===== src/rtl/ex_muldiv_pkg.sv =====
// Shared definitions for the iterative multiply/divide unit.
// Contents: funct3 opcode encodings, FSM state constants, default data width,
// and helpers that tell whether an opcode treats each operand as signed.
package ex_muldiv_pkg;

  localparam int XLEN_DEFAULT = 32;

  typedef enum logic [2:0] {
    OP_MUL    = 3'd0,
    OP_MULH   = 3'd1,
    OP_MULHSU = 3'd2,
    OP_MULHU  = 3'd3,
    OP_DIV    = 3'd4,
    OP_DIVU   = 3'd5,
    OP_REM    = 3'd6,
    OP_REMU   = 3'd7
  } muldiv_op_e;

  localparam logic [1:0] ST_IDLE = 2'd0;
  localparam logic [1:0] ST_MUL  = 2'd1;
  localparam logic [1:0] ST_DIV  = 2'd2;
  localparam logic [1:0] ST_DONE = 2'd3;

  function automatic logic op1_signed(input logic [2:0] op);
    return (op == OP_MUL) || (op == OP_MULH) || (op == OP_MULHSU) ||
           (op == OP_DIV) || (op == OP_REM);
  endfunction

  function automatic logic op2_signed(input logic [2:0] op);
    return (op == OP_MUL) || (op == OP_MULH) || (op == OP_DIV) || (op == OP_REM);
  endfunction

endpackage


===== src/rtl/ex_muldiv_divstep.sv =====
// Combinational restoring-division step retiring DIV_BITS quotient bits.
// Ports: rem/num/den  - partial remainder, dividend being shifted out
//                       (quotient bits shift in at the bottom), divisor
//        rem_next/num_next - values after DIV_BITS steps
module ex_muldiv_divstep
  import ex_muldiv_pkg::*;
#(
  parameter int XLEN     = XLEN_DEFAULT,
  parameter int DIV_BITS = 1
) (
  input  logic [XLEN-1:0] rem,
  input  logic [XLEN-1:0] num,
  input  logic [XLEN-1:0] den,
  output logic [XLEN-1:0] rem_next,
  output logic [XLEN-1:0] num_next
);

  logic [XLEN:0] trial;

  always_comb begin
    rem_next = rem;
    num_next = num;
    trial    = '0;
    for (int i = 0; i < DIV_BITS; i++) begin
      trial    = {rem_next, num_next[XLEN-1]};
      num_next = {num_next[XLEN-2:0], 1'b0};
      if (trial >= {1'b0, den}) begin
        trial       = trial - {1'b0, den};
        num_next[0] = 1'b1;
      end
      // After a restoring step the remainder is below den, so the top bit is 0.
      rem_next = trial[XLEN-1:0];
    end
  end

endmodule


===== src/rtl/ex_muldiv.sv =====
// Iterative RV32M/RV64M multiply/divide unit for the execute stage.
// Ports: clk, rst (async, active-high), flush (abort in-flight op)
//        req_valid/req_ready/req_opcode/req_op1/req_op2 - operation request
//        resp_valid/resp_ready/resp_result              - result handshake
//        stall_req - pipeline stall while busy without a result
// Work runs on magnitudes; the sign is applied once at the end. The last two
// iteration slots negate the accumulator (full product for MULH*) and then
// register the selected half as the result.
module ex_muldiv
  import ex_muldiv_pkg::*;
#(
  parameter int XLEN     = XLEN_DEFAULT,
  parameter int MUL_BITS = 1,
  parameter int DIV_BITS = 1
) (
  input  logic            clk,
  input  logic            rst,
  input  logic            flush,
  input  logic            req_valid,
  output logic            req_ready,
  input  logic [2:0]      req_opcode,
  input  logic [XLEN-1:0] req_op1,
  input  logic [XLEN-1:0] req_op2,
  output logic            resp_valid,
  input  logic            resp_ready,
  output logic [XLEN-1:0] resp_result,
  output logic            stall_req
);

  localparam int CW = $clog2(XLEN) + 1;
  // One slot per step, plus a fix-up slot and a select slot.
  localparam logic [CW-1:0] MUL_CNT = CW'(XLEN / MUL_BITS + 1);
  localparam logic [CW-1:0] DIV_CNT = CW'(XLEN / DIV_BITS + 1);
  localparam logic [XLEN-1:0] INT_MIN = {1'b1, {(XLEN-1){1'b0}}};

  logic [1:0]        state;
  logic [2:0]        opcode;
  logic [CW-1:0]     cnt;
  logic [XLEN-1:0]   opb;      // multiplicand or divisor magnitude
  logic [2*XLEN-1:0] acc;      // {hi, lo}: product, or {remainder, dividend/quotient}
  logic              neg_lo;   // product / quotient sign
  logic              neg_hi;   // remainder sign
  logic [XLEN-1:0]   result;

  logic            s1, s2, div_zero, div_ovf;
  logic [XLEN-1:0] mag1, mag2;

  assign s1       = op1_signed(req_opcode) & req_op1[XLEN-1];
  assign s2       = op2_signed(req_opcode) & req_op2[XLEN-1];
  assign mag1     = s1 ? -req_op1 : req_op1;
  assign mag2     = s2 ? -req_op2 : req_op2;
  assign div_zero = (req_op2 == '0);
  assign div_ovf  = ((req_opcode == OP_DIV) || (req_opcode == OP_REM)) &&
                    (req_op1 == INT_MIN) && (req_op2 == '1);

  // Shift-add multiply step: add opb * low multiplier bits into the high half,
  // then shift the whole accumulator right by MUL_BITS.
  logic [XLEN+MUL_BITS-1:0]   mul_sum;
  logic [2*XLEN+MUL_BITS-1:0] mul_cat;
  logic [2*XLEN-1:0]          mul_next;

  always_comb begin
    mul_sum = {{MUL_BITS{1'b0}}, acc[2*XLEN-1:XLEN]};
    for (int i = 0; i < MUL_BITS; i++) begin
      if (acc[i]) mul_sum = mul_sum + ({{MUL_BITS{1'b0}}, opb} << i);
    end
    mul_cat  = {mul_sum, acc[XLEN-1:0]} >> MUL_BITS;
    mul_next = mul_cat[2*XLEN-1:0];
  end

  logic [XLEN-1:0] div_rem, div_quo;

  ex_muldiv_divstep #(.XLEN(XLEN), .DIV_BITS(DIV_BITS)) u_divstep (
    .rem      (acc[2*XLEN-1:XLEN]),
    .num      (acc[XLEN-1:0]),
    .den      (opb),
    .rem_next (div_rem),
    .num_next (div_quo)
  );

  logic [2*XLEN-1:0] acc_fix;
  logic              sel_hi;

  always_comb begin
    if (state == ST_MUL) acc_fix = neg_lo ? -acc : acc;
    else acc_fix = {neg_hi ? -acc[2*XLEN-1:XLEN] : acc[2*XLEN-1:XLEN],
                    neg_lo ? -acc[XLEN-1:0]      : acc[XLEN-1:0]};
  end

  // High half for MULH/MULHSU/MULHU and REM/REMU; low half for MUL and DIV/DIVU.
  assign sel_hi = (opcode != OP_MUL) && !(opcode[2] && !opcode[1]);

  always_ff @(posedge clk or posedge rst) begin
    if (rst) begin
      state  <= ST_IDLE;
      opcode <= '0;
      cnt    <= '0;
      opb    <= '0;
      acc    <= '0;
      neg_lo <= 1'b0;
      neg_hi <= 1'b0;
      result <= '0;
    end else if (flush) begin
      state <= ST_IDLE;
    end else begin
      case (state)
        ST_IDLE: begin
          if (req_valid) begin
            opcode <= req_opcode;
            neg_lo <= s1 ^ s2;
            neg_hi <= s1 & req_opcode[2];
            if (req_opcode[2]) begin
              opb <= mag2;
              acc <= {{XLEN{1'b0}}, mag1};
              cnt <= DIV_CNT;
              if (div_zero) begin
                result <= req_opcode[1] ? req_op1 : '1;
                state  <= ST_DONE;
              end else if (div_ovf) begin
                result <= req_opcode[1] ? '0 : req_op1;
                state  <= ST_DONE;
              end else begin
                state <= ST_DIV;
              end
            end else begin
              opb   <= mag1;
              acc   <= {{XLEN{1'b0}}, mag2};
              cnt   <= MUL_CNT;
              state <= ST_MUL;
            end
          end
        end
        ST_MUL, ST_DIV: begin
          if (cnt == '0) begin
            result <= sel_hi ? acc[2*XLEN-1:XLEN] : acc[XLEN-1:0];
            state  <= ST_DONE;
          end else begin
            cnt <= cnt - CW'(1);
            if (cnt == CW'(1))      acc <= acc_fix;
            else if (state == ST_MUL) acc <= mul_next;
            else                    acc <= {div_rem, div_quo};
          end
        end
        default: begin
          if (resp_ready) state <= ST_IDLE;
        end
      endcase
    end
  end

  assign req_ready   = (state == ST_IDLE) & ~flush;
  assign resp_valid  = (state == ST_DONE);
  assign resp_result = result;
  assign stall_req   = (state == ST_MUL) || (state == ST_DIV) ||
                       ((state == ST_IDLE) & req_valid & ~flush);

endmodule


===== config.mk =====
export PLATFORM = sky130hd
export DESIGN_NAME = ex_muldiv
export DESIGN_NICKNAME = d
export VERILOG_FILES = /design/src/rtl/ex_muldiv_pkg.sv /design/src/rtl/ex_muldiv_divstep.sv /design/src/rtl/ex_muldiv.sv
export SDC_FILE = /design/constraint.sdc
export NUM_CORES = 1
export LEC_CHECK = 0
export ABC_AREA = 1
export CAP_MARGIN = 40
export CORE_MARGIN = 5
export CORE_UTILIZATION = 40
export CTS_CLUSTER_SIZE = 24
export DETAILED_ROUTE_END_ITERATION = 16
export PLACE_DENSITY = 0.64
export SLEW_MARGIN = 20
export SYNTH_ARGS = -nofsm -noshare
export SYNTH_HDL_FRONTEND = slang
export SYNTH_HIERARCHICAL = 1
export SYNTH_SLANG_ARGS = --single-unit

===== constraint.sdc =====
create_clock -name clk -period 11.7 [get_ports clk]
set_input_delay 1.755 -clock clk [delete_from_list [all_inputs] [get_ports clk]]
set_output_delay 1.755 -clock clk [all_outputs]
set_load 0.005 [all_outputs]

==> results.txt <==
----------------------------------------------------
[Status]
  Outcome ... completed

[Floorplan]
  Placement Rows ... 80
  Die ar. ... 53000 sq um
  Core Area ... approximately 48000 sq um
  I/O pin count ... 107
  Starting utilization of the core area ... 40.6%
  Die Ht ... 230 um
  DIE WIDTH ... 230 um

[Global routing]
  Maximum number of pins on one net before global-route repair ... 80
  Global-route congestion overflow total ... 0
  Initial antenna violation count ... 0
  Vias in the first global route ... 20800
  First-pass GRT wire length ... 122000 um
  Global-route total usage across every layer ... between 20% and 30%

[Clocking]
  CTS Root Cell ... sky130_fd_sc_hd__clkbuf_16
  Post-CTS Setup Inserts ... 0
  CTS Buffer Depth ... 2
  Clock transition time at the flip-flop clock pins of the worst setup and hold paths ... about 0.060 ns
  TritonCTS clock tree ... yes
  Number of clock sinks seen by CTS ... around 140
  Resize count post-CTS ... 0
  Count of hold buffers inserted by post-cts repair ... 0
  Clock latency on the worst-skew pair ... about 0.46 ns
  H-Tree Depth ... 4
  Clock buffer count from CTS ... 17

[Critical path]
  Reg2Reg Capture Point ... acc[46]
  Data required time of the critical path ... about 10 ns
  Critical setup path kind ... input pin to output port
  R2r setup slk ... 7.89 ns
  Critical Path End Type ... output port
  Cells along the critical path ... clkdlybuf4s50_1, nor2_1, nand2_1, buf_4, nand2_1, clkdlybuf4s50_1
  Worst Setup Start Kind ... input pin
  Worst Path Arrival ... about 3.4 ns
  Reg-to-Reg Start ... acc[38]
  CP max FO ... 43
  Reg2reg path depth ... 15
  Delay of the slowest cell on the worst path ... 0.53 ns
  Critical-path cell with the highest stage delay ... sky130_fd_sc_hd__clkdlybuf4s50_1

[Timing]
  Maximum frequency from static timing analysis ... 0.195 GHz
  Transition time at the pin with the least slew margin ... 0.862 ns
  Final-report hold violation count ... 0
  Final worst slack ... 6.57 ns
  Endpoints failing setup ... 0
  Post-route fraction of the period consumed by the critical path ... 43.8%
  Max-slew headroom at the worst pin ... 42.4%
  Clock Skews ... 0.0166 ns
  Unrepaired setup endpoints after global routing ... no
  Total negative slack for setup checks ... 0 ns
  Max-slew violations ... 0
  Min Clock Period, post-route ... 5.13 ns
  Worst Hold Margin ... 0.481 ns

[Drt]
  Wire per inst ... between 15 and 20 um
  Total vias in the final route ... roughly 22000
  First-pass iteration count of the detailed router ... 7
  Number of design-rule violations left by the first detailed-router iteration ... between 2000 and 2500
  Number of nets with antenna violations after detailed routing ... 0
  Drt total wl ... 81200 um
  Number of design rule violations left after detail routing ... 0
  Via density per instance ... 5.47

[Synthesis]
  Most common flop cell mapped by yosys ... sky130_fd_sc_hd__dfrtp_1
  Area fraction in compound gates after synthesis ... 11.2%
  Dominant combinational cell family by area after synthesis ... simple AND/OR/NAND/NOR gates
  Post-synthesis sequential area ratio ... 18.2%
  Largest cells by area after synthesis ... sky130_fd_sc_hd__nand2_1, sky130_fd_sc_hd__dfrtp_1, sky130_fd_sc_hd__inv_1
  Synthesized area per cell ... 5.61 sq um
  Syn_nets ... 3608
  Number of flops mapped to enable cells by yosys ... 0
  Register bit total from synthesis ... 141
  Commonest cells in the netlist ... sky130_fd_sc_hd__nand2_1, sky130_fd_sc_hd__inv_1, sky130_fd_sc_hd__nor2_1
  Basic-gate share of the synthesized area counting and, or, nand and nor cells ... 45.7%
  Distinct cell type count after synthesis ... ~60
  Area share of the largest cell type after synthesis ... 25.9%
  Share of cell area taken by muxes after synthesis ... 0.0516%
  Gate count of the mapped netlist ... ~3500
  Fraction of registers with async set or reset after synthesis ... 100%
  Share of synthesized cell area in full adder, half adder and majority cells ... 6.76%
  Most numerous cell in the Yosys netlist ... sky130_fd_sc_hd__nand2_1
  Dominant cell type by area after synthesis ... sky130_fd_sc_hd__nand2_1
  Synthesized-area fraction occupied by xor and xnor cells ... 4.87%
  Netlist area before placement ... 19400 sq um
  Yosys Warn Count ... 6

[Pwr]
  PwrDens ... roughly 260 nW/um^2
  Leakage power figure ... 11.2 nW
  Maximum vdd drop ... 284 uV

[Min path]
  Hold path depth ... 2
  Worst hold path startpoint ... resp_result[14]
  Type of the tightest min-delay check ... register to register
  Hold endpoint ... resp_result[14]

[Place]
  Number of buffers added on ports ... 106
  Post-placement setup slack ... 6.57 ns
  Half-perimeter wire length of the detailed placement result ... 64800 um
  Final Wtd Congestion ... 1.07
  Cell area after placement ... 20600 sq um

[Run]
  Max-cap violations ... 0

[Final layout]
  Share of post-route cells with drive strength above 1 ... 5.15%
  Final cell area excluding filler cells ... 21300 sq um
  Fin nets ... between 3000 and 4000
  Count of inserted antenna diode cells ... 0
  Synth-to-layout area growth ... 9.85%
  Number of filler cells placed in the layout ... ~5300

----------------------------------------------------
[placed cells by master (no fill, tap or decap), types with 32 or more instances in the layout]
cell type	Yosys	routed
sky130_fd_sc_hd__a21oi_1	156	156
sky130_fd_sc_hd__clkdlybuf4s50_1	0	106
sky130_fd_sc_hd__dfrtp_1	141	141
sky130_fd_sc_hd__ha_1	76	75
sky130_fd_sc_hd__inv_1	447	444
sky130_fd_sc_hd__maj3_1	32	32
sky130_fd_sc_hd__nand2_1	1337	1337
sky130_fd_sc_hd__nand3_1	248	248
sky130_fd_sc_hd__nand4_1	36	36
sky130_fd_sc_hd__nor2_1	291	291
sky130_fd_sc_hd__o21ai_0	131	131
sky130_fd_sc_hd__o21ai_1	34	34
sky130_fd_sc_hd__xor2_1	98	98
[logic make-up (layout without fill, tap and decap cells)]
kind of cell             count (synthesis)  count (layout)
adder cells (fa/ha/maj)                110             110
AND/OR/NAND/NOR                       2087            2087
buffers and inverters                  617             635
AO/OA/AOI/OAI                          394             394
multiplexers                             1               1
XOR/XNOR                               108             108
flip-flops                             141             141
[cell type report]
type	count	area, sq um	area share, %
multi-input cells	2700	13300	62.4
clock buffers	19	443	2.08
clock inverters	12	185	0.868
inverters	476	1800	8.42
repair buffers	128	1290	6.03
flip-flops and latches	141	3530	16.5
well taps	615	769	3.61
[per-layer routing]
metal | vias to the layer above | GRT usage (%) | routed length [um]
met5 | - | 0 | 0
met3 | 215 | 5.84 | 7460
li1 | 10900 | - | -
met4 | 0 | 16.1 | 4960
met1 | 10200 | 37.5 | 32800
met2 | 1086 | 47.6 | 36000
[worst max-delay path: cells and delay by family]
| kind | cells | cell delay, ns |
|---|---|---|
| buf+inv | 3 | 1.39 |
| simple gates | 3 | 0.23 |
[registers in the layout, indices dropped and copies added (netlist names)]
signal and count:
opcode 3, opb 32, state 2, acc 64, cnt 6, neg_lo 1, resp_result 32, neg_hi 1
[how the worst max path moves through the flow]
stage	startpoint	to	slack, ns	depth (start not counted)
2_1_floorplan	rst	acc[0]	6.16	1
3_3_place_gp	flush	stall_req	6.58	6
3_5_place_dp	flush	stall_req	6.57	6
4_1_cts	flush	stall_req	6.57	6
5_1_grt	flush	stall_req	6.44	6
6_report	flush	stall_req	6.57	6
[per-stage QoR]
step / std cells / power, mW / utilization [%]
6_report: 4091 / 5.46 / 44.6
5_1_grt: 4091 / 5.87 / 44.6
4_1_cts: 4089 / 5.34 / 44.4
3_5_place_dp: 4058 / 4.71 / 43.1
3_3_place_gp: 4057 / 4.72 / 43.1
2_1_floorplan: 3458 / 3.56 / -
[where the power goes]
| group | internal, mW | switching, mW |
|---|---|---|
| Clock | 0.364 | 0.247 |
| Sequential | 0.684 | 0.371 |
| Combinational | 1.21 | 2.58 |
(Power assumes the default switching activity.)
